### config.mk
export PLATFORM = sky130hd
export DESIGN_NAME = change_dispenser
export DESIGN_NICKNAME = d
export VERILOG_FILES = /design/src/rtl/change_dispenser.sv
export SDC_FILE = /design/constraint.sdc
export NUM_CORES = 1
export LEC_CHECK = 0
export CORE_UTILIZATION = 30
export DETAILED_ROUTE_END_ITERATION = 6
export GPL_TIMING_DRIVEN = 0
export PLACE_DENSITY = 0.59
export SYNTH_ARGS = -nofsm -noshare
export SYNTH_HDL_FRONTEND = slang
export SYNTH_SLANG_ARGS = --single-unit
### constraint.sdc
create_clock -name clk -period 2.4 [get_ports clk]
set_input_delay 0.6 -clock clk [delete_from_list [all_inputs] [get_ports clk]]
set_output_delay 0.6 -clock clk [all_outputs]
set_load 0.03 [all_outputs]
### src/rtl/change_dispenser.sv
// Coin payout engine: pays a change amount with ₹10 coins first, then ₹5 coins,
// one hopper handshake per coin, while tracking a live inventory of each coin type.
module change_dispenser #(
    parameter int AMT_W   = 5,
    parameter int CNT_W   = 6,
    parameter int INIT_5  = 20,
    parameter int INIT_10 = 20
) (
    input  logic             clk,
    input  logic             rst,
    input  logic             chg_valid,
    input  logic [AMT_W-1:0] chg_amt,
    output logic             chg_ready,
    output logic             coin_req,
    output logic             coin_sel,
    input  logic             coin_ack,
    input  logic             refill_valid,
    input  logic [CNT_W-1:0] refill_5,
    input  logic [CNT_W-1:0] refill_10,
    output logic             busy,
    output logic             done,
    output logic             short,
    output logic [AMT_W-1:0] remaining,
    output logic [CNT_W-1:0] cnt5,
    output logic [CNT_W-1:0] cnt10
);

    typedef enum logic [1:0] {
        IDLE,
        SELECT,
        REQ,
        DONE
    } state_t;

    localparam logic [AMT_W-1:0] FIVE = AMT_W'(5);
    localparam logic [AMT_W-1:0] TEN  = AMT_W'(10);
    localparam logic [CNT_W-1:0] ONE  = CNT_W'(1);

    state_t state;

    // Inventory add that clamps at the counter's full-scale value.
    function automatic logic [CNT_W-1:0] sat_add(input logic [CNT_W-1:0] a,
                                                 input logic [CNT_W-1:0] b);
        logic [CNT_W:0] sum;
        sum = {1'b0, a} + {1'b0, b};
        return sum[CNT_W] ? {CNT_W{1'b1}} : sum[CNT_W-1:0];
    endfunction

    // NOTE: every register here, including the handshake outputs, is state; all use <= so
    // each branch reads the values from before the edge, never a half-updated mix.
    always_ff @(posedge clk or negedge rst) begin
        if (!rst) begin
            state     <= IDLE;
            chg_ready <= 1'b1;
            busy      <= 1'b0;
            coin_req  <= 1'b0;
            coin_sel  <= 1'b0;
            done      <= 1'b0;
            short     <= 1'b0;
            remaining <= '0;
            cnt5      <= CNT_W'(INIT_5);
            cnt10     <= CNT_W'(INIT_10);
        end else begin
            case (state)
                IDLE: begin
                    if (refill_valid) begin
                        cnt5  <= sat_add(cnt5, refill_5);
                        cnt10 <= sat_add(cnt10, refill_10);
                    end
                    if (chg_valid) begin
                        remaining <= chg_amt;
                        chg_ready <= 1'b0;
                        busy      <= 1'b1;
                        state     <= SELECT;
                    end
                end
                SELECT: begin
                    if (remaining >= TEN && cnt10 != '0) begin
                        coin_sel <= 1'b1;
                        coin_req <= 1'b1;
                        state    <= REQ;
                    end else if (remaining >= FIVE && cnt5 != '0) begin
                        coin_sel <= 1'b0;
                        coin_req <= 1'b1;
                        state    <= REQ;
                    end else begin
                        done  <= 1'b1;
                        short <= (remaining != '0);
                        state <= DONE;
                    end
                end
                REQ: begin
                    // Inventory and amount move only when the hopper confirms ejection.
                    if (coin_ack) begin
                        if (coin_sel) begin
                            cnt10     <= cnt10 - ONE;
                            remaining <= remaining - TEN;
                        end else begin
                            cnt5      <= cnt5 - ONE;
                            remaining <= remaining - FIVE;
                        end
                        coin_req <= 1'b0;
                        state    <= SELECT;
                    end
                end
                DONE: begin
                    done      <= 1'b0;
                    short     <= 1'b0;
                    chg_ready <= 1'b1;
                    busy      <= 1'b0;
                    state     <= IDLE;
                end
                default: state <= IDLE;
            endcase
        end
    end

endmodule

Yosys cells after proc, flatten, opt, wreduce, memory -nomap -nowiden
Cells that the tools add are included.
- add/sub/neg operators: 6
- mux-type cells: 35
- equality and inequality tests: 11
- reduce and logical (&&, ||, !) cells: 19
- order comparisons: 2
- operator list (operator ; number):
    two-way mux 6 bit ; 8
    one-hot mux 6 bit (2 select lines) ; 2
    two-way mux 5 bit ; 3
    adder 6 x 6 -> 7 bit ; 2
    != test 2 bit, second input constant ; 7
    two-way mux 1 bit ; 13
    nonzero test 6 bit ; 2
    subtractor 6 x 1 -> 6 bit, second input constant ; 2
    one-hot mux 1 bit (2 select lines) ; 5
    one-hot mux 5 bit (2 select lines) ; 1
    nonzero test 2 bit ; 5
    AND reduction 3 bit ; 3
    one-hot mux 2 bit (4 select lines) ; 1
    AND reduction 4 bit ; 2
    AND reduction 2 bit ; 3
    greater-or-equal comparator 5 x 3 -> 1 bit, second input constant ; 1
    greater-or-equal comparator 5 x 4 -> 1 bit, second input constant ; 1
    nonzero test 5 bit ; 1
    subtractor 5 x 3 -> 5 bit, second input constant ; 1
    subtractor 5 x 4 -> 5 bit, second input constant ; 1
    equality test 2 bit, second input constant ; 2
    two-way mux 2 bit ; 2
    != test 3 bit, second input constant ; 1
    equality test 2 x 1 -> 1 bit, second input constant ; 1
    2 further kinds ; 3
- input port bits: 22
- word-level logic and storage cells: 83
- bits in registers: 25

Depth between registers and ports, before layout
- word-level depth: 5
- mapped depth: 7
- mapped depth without buffers: 7

Worst setup path after synthesis
Ideal clock, no wire load.
- kind: reg-to-reg
- start: register remaining[1]
- end: register short
- slack: 308 ps
- cell stages (with the launch flop): 8
- clock period less this slack: 2092 ps
- data arrival time: 2011 ps
- setup time: 82 ps
- data required time: 2318 ps
- path through: dfrtp_1 > inv_1 > ha_1 > a21o_1 > a2111oi_0 > o21a_2 > mux2_4 > o22ai_2
- word-level cells in the longest chain between the ends: 4
- elaborated cells between the ends (all ways): 11
- classes of those cells: order compare (2); eq/ne (2); mux (3); reduce/logical (4)
- ends and longest elaborated chain (item ; RTL line ; RTL):
    start: declaration ; 23 ; output logic [AMT_W-1:0] remaining,
    start signal: assignment ; 71 ; remaining <= chg_amt;
    start signal: assignment ; 97 ; remaining <= remaining - TEN;
    start signal: assignment ; 100 ; remaining <= remaining - FIVE;
    greater-or-equal comparator 5 x 3 -> 1 bit (tied with other cells) ; 82 ; end else if (remaining >= FIVE && cnt5 != '0) begin
    logical AND 1 bit (tied with other cells) ; 82 ;
    != test 2 bit (no source line) / two-way mux 1 bit (equally long branches) ; - ;
    AND reduction 3 bit (no source line) / one-hot mux 1 bit (2 select lines) (equally long branches) ; - ;
    end signal: assignment ; 88 ; short <= (remaining != '0);
    end: declaration ; 22 ; output logic short,
Several ways; a longest one is shown, not always the timed one. The select of a mux whose other input is x is not followed.
A chain may end at the register's enable or synchronous reset.

Worst setup path after layout
- start: input refill_10[0]
- end: register cnt10[4]
- word-level cells in the longest chain between the ends: 4
- ends and longest elaborated chain (item ; RTL line ; RTL):
    start: declaration ; 19 ; input logic [CNT_W-1:0] refill_10,
    adder 6 x 6 -> 7 bit ; 45 ; sum = {1'b0, a} + {1'b0, b};
    two-way mux 6 bit ; 46 ; return sum[CNT_W] ? {CNT_W{1'b1}} : sum[CNT_W-1:0];
    two-way mux 6 bit ; 66 ; if (refill_valid) begin
    one-hot mux 6 bit (2 select lines) ; 64 ; case (state)
    end signal: assignment ; 62 ; cnt10 <= CNT_W'(INIT_10);
    end signal: assignment ; 68 ; cnt10 <= sat_add(cnt10, refill_10);
    end signal: assignment ; 96 ; cnt10 <= cnt10 - ONE;
    end: declaration ; 25 ; output logic [CNT_W-1:0] cnt10
No other way between the ends. The select of a mux whose other input is x is not followed.

==> results.tsv <==
metric	value	unit
fin_worst_skew	0.00124	ns
ys_async_sr_fraction	100	%
violations	design-rule violations	
total_power	3530	uW
drt-wirelength-per-cell	13.8	um
cp_required	2.60	ns
mappedNetlistArea	2030	um2
post_dp_cell_area	2570	um2
slew_violations	0	
fin_crit	2.29	ns
whs	0.533	ns
placement_rows	29	
worstSetupEndpointType	flop	
cts_sinks	25	
tritoncts_clock_tree	built	
final.fill_count	681	
post-synth-top-area-fraction	24.6	%
grt_start_max_net_pins	26	
dieHeight	84.3	um
synth_top_area_cell	sky130_fd_sc_hd__dfrtp_1	
max_stage_delay	0.47	ns
fin_crit_sh	95.6	%
vias	1915	
groute.usage.overall	14.6	%
final-seq-area	632	um2
pin_count	45	
cts_htree_levels	1	
worstSetupStartpointType	input port	
synth_compound_gate_area_share	25.6	%
grt_first_pass_wirelength	8.50	mm
post_synthesis_sequential_area_ratio	31.1	%
post-place-ws	-0.272	ns
initial_utilization	31.4	%
hold_path_class	reg -> reg	
class_of_the_most_critical_setup_path	in -> reg	
worst_setup_hold_path_clk_slew	0.09	ns
rsz0062_at_grt	no	
tightest_slew	1.14	ns
drive_above_1_share	8.59	%
detailed_place_hpwl	3.82	mm
detail_route.iter0.violations	76	
synth_seq_cells	25	
fin_nets	338	
power.combinational.fraction	66.3	%
post_synth_mux_area_share	2.28	%
power.switching	1770	uW
slowest_stage	sky130_fd_sc_hd__clkdlybuf4s50_1	
final_hold_viol_count	0	
avgSynthCellArea	8.36	um2
total_die_area	7100	um2
detail-route-antenna-nets	0	
synth.area.top_cells	sky130_fd_sc_hd__dfrtp_1 (25%), sky130_fd_sc_hd__ha_1 (14%), sky130_fd_sc_hd__dfstp_2 (6.5%)	
irDropWorstVdd	430	uV
clock_tree.root_cell	sky130_fd_sc_hd__clkbuf_8	
finalWeightedCongestion	0.793	
viasPerCell	5.20	
status	complete, but fails checks	
synth_adder_area_share	15.5	%
post_detailed_routing_wire_length	5.06	mm
netlist_instances	243	
maxCapViolCount	0	
core_area	6460	um2
synth-simple-area-share	19.0	%
crit_arrival	2.50	ns
yosysWarnings	0	
p_seq_share	26.3	%
drt-pass1-iter-count	6	
cts-root-to-sink-buffers	2	
synthFlopType	sky130_fd_sc_hd__dfrtp_1	
synth_edf_count	0	
report.final.setup_viol	0	
place.port_buffers	44	
area_growth	29.7	%
worstSkewPairLatency	0.27	ns
dieWidth	84.3	um
internal_portion_of_total_power	1760	uW
num_antenna_cells	0	
clock_power_share	7.4	%
pwr_density_cell	1340	nW/um2
yosys.area_share.xor_xnor	2.16	%
post_synth_num_cell_types	46	
syn-num-nets	289	
multi_input_comb_area	1330	um2
timing.slew.headroom	24.0	%
maxClockFrequency	436	MHz
globalRouteOverflowTotal	0	
remaining_drc_errors	6	
crit_path_cell_trace	clkdlybuf4s50_1 > ha_2 > fa_2 > a21o_1 > a21oi_4 > or3b_1 > a2111oi_2 > nor2_1	
grt_pass1_vias	1756	
synth_top_family_by_area	compound AO/OA/AOI/OAI gates	
power.static_leakage	0.00112	uW
cts_made_buffers	3	
switching_share	50.3	%
stdcell_area	2630	um2
layout_setup_ws	0.105	ns
critical_path.top_delay_family	compound AO/OA/AOI/OAI gates	
grt_antenna_before_repair	0	
crit_buf_inv	1	
crit_fanout	4	
==> layout by cell type (no fill, tap or decap), types with 2 or more instances in the layout <==
cell type / synthesis / routed
sky130_fd_sc_hd__a211oi_1: 3 / 3
sky130_fd_sc_hd__a21boi_0: 2 / 2
sky130_fd_sc_hd__a21o_1: 6 / 6
sky130_fd_sc_hd__a21oi_1: 20 / 19
sky130_fd_sc_hd__a22oi_1: 2 / 2
sky130_fd_sc_hd__a31oi_1: 3 / 3
sky130_fd_sc_hd__buf_2: 6 / 6
sky130_fd_sc_hd__clkbuf_1: 3 / 3
sky130_fd_sc_hd__clkbuf_8: 0 / 3
sky130_fd_sc_hd__clkdlybuf4s50_1: 0 / 44
sky130_fd_sc_hd__dfrtp_1: 20 / 20
sky130_fd_sc_hd__dfstp_2: 5 / 5
sky130_fd_sc_hd__ha_1: 22 / 21
sky130_fd_sc_hd__inv_1: 12 / 12
sky130_fd_sc_hd__mux2i_1: 2 / 2
sky130_fd_sc_hd__nand2_1: 19 / 19
sky130_fd_sc_hd__nand2b_1: 7 / 7
sky130_fd_sc_hd__nand3_1: 7 / 7
sky130_fd_sc_hd__nand3b_1: 2 / 2
sky130_fd_sc_hd__nand4_1: 3 / 3
sky130_fd_sc_hd__nor2_1: 28 / 28
sky130_fd_sc_hd__nor2b_1: 7 / 7
sky130_fd_sc_hd__nor3_1: 5 / 5
sky130_fd_sc_hd__o21ai_0: 12 / 12
sky130_fd_sc_hd__o21ai_1: 11 / 10
sky130_fd_sc_hd__o21bai_1: 2 / 2
sky130_fd_sc_hd__o22ai_1: 8 / 8
sky130_fd_sc_hd__xor2_1: 5 / 5
==> final cells by class <==
class                   instances  area share, %
clock buffers                   3           1.57
well taps                      77           3.66
repair buffers                 44           16.7
plain buffers                   9           1.57
multi-input cells             197           50.6
flip-flops and latches         25           24.0
inverters                      12           1.71
clock inverters                 1          0.190
==> cells by family (layout without fill, tap and decap cells) <==
logic type,count (synthesis),count (layout)
and+or+nand+nor,82,82
adders and majority gates,24,24
DFF,25,25
xor gates and xnor gates,5,5
buffers and inverters,21,69
AOI/OAI and AO/OA,82,82
muxes,4,4
==> worst min-delay path, cell delays in order, from the launching register on <==
cell and delay, ns:
sky130_fd_sc_hd__dfstp_2 0.41, sky130_fd_sc_hd__nand2_1 0.06, sky130_fd_sc_hd__nand3_1 0.07
==> cell usage after synthesis, types with 5 or more instances <==
library cell               number
sky130_fd_sc_hd__dfstp_2        5
sky130_fd_sc_hd__inv_1         12
sky130_fd_sc_hd__nor3_1         5
sky130_fd_sc_hd__dfrtp_1       20
sky130_fd_sc_hd__nand2_1       19
sky130_fd_sc_hd__nor2b_1        7
sky130_fd_sc_hd__nor2_1        28
sky130_fd_sc_hd__a21oi_1       20
sky130_fd_sc_hd__ha_1          22
sky130_fd_sc_hd__o21ai_1       11
sky130_fd_sc_hd__o21ai_0       12
sky130_fd_sc_hd__nand2b_1       7
sky130_fd_sc_hd__buf_2          6
sky130_fd_sc_hd__a21o_1         6
sky130_fd_sc_hd__o22ai_1        8
sky130_fd_sc_hd__nand3_1        7
sky130_fd_sc_hd__xor2_1         5
==> per-layer routing <==
metal / wire length, um / GRT usage, % / share of wire (%) / up-vias
li1: - / - / - / 969
met1: 2370 / 20.2 / 47 / 898
met2: 2430 / 24.3 / 48 / 46
met3: 218 / 1.47 / 4.3 / 2
met4: 36 / 3.76 / 0.71 / 0
met5: 0 / 0 / 0 / -
==> final timing paths <==
kind                              startpoint  depth (start not counted)  slack, ns  endpoint
min in group asynchronous                rst                          1       0.93  cnt10[0]
worst max register to register  remaining[1]                          7       0.30     short
worst max-delay path            refill_10[0]                          8       0.11  cnt10[4]
worst min-delay path                 cnt5[4]                          2       0.53   cnt5[4]
max in group asynchronous                rst                          1       0.79      busy
worst min register to register       cnt5[4]                          2       0.53   cnt5[4]
==> per-stage QoR <==
stage | std cells | setup TNS (ns) | util [%]
after detailed placement | 364 | -2.62 | 39.8
after floorplan | 243 | 0 | -
final | 368 | 0 | 40.8
after global routing | 368 | 0 | 40.8
after CTS | 368 | 0 | 40.5
after global placement | 364 | -2.26 | 39.8
==> power by group through the flow <==
stage | registers (uW) | logic [uW] | clock network [uW]
floorplan | 1200 | 1280 | 0
global route | 974 | 2590 | 285
finish | 928 | 2340 | 261
global placement | 940 | 2280 | 0
detailed placement | 942 | 2310 | 0
CTS | 935 | 2320 | 263
==> sequential cells by signal, summed over array words and instances (netlist names) <==
name       cells
coin_req       1
busy           1
remaining      5
coin_sel       1
short          1
cnt5           6
done           1
chg_ready      1
cnt10          6
state          2
==> repair_timing <==
item,CTS,global route
hold buffers,0,0
hold endpoints to repair,0,0
gates resized for setup,0,5
buffers inserted,0,0
setup endpoints to repair,0,8
Power figures use the tool's default switching activity.
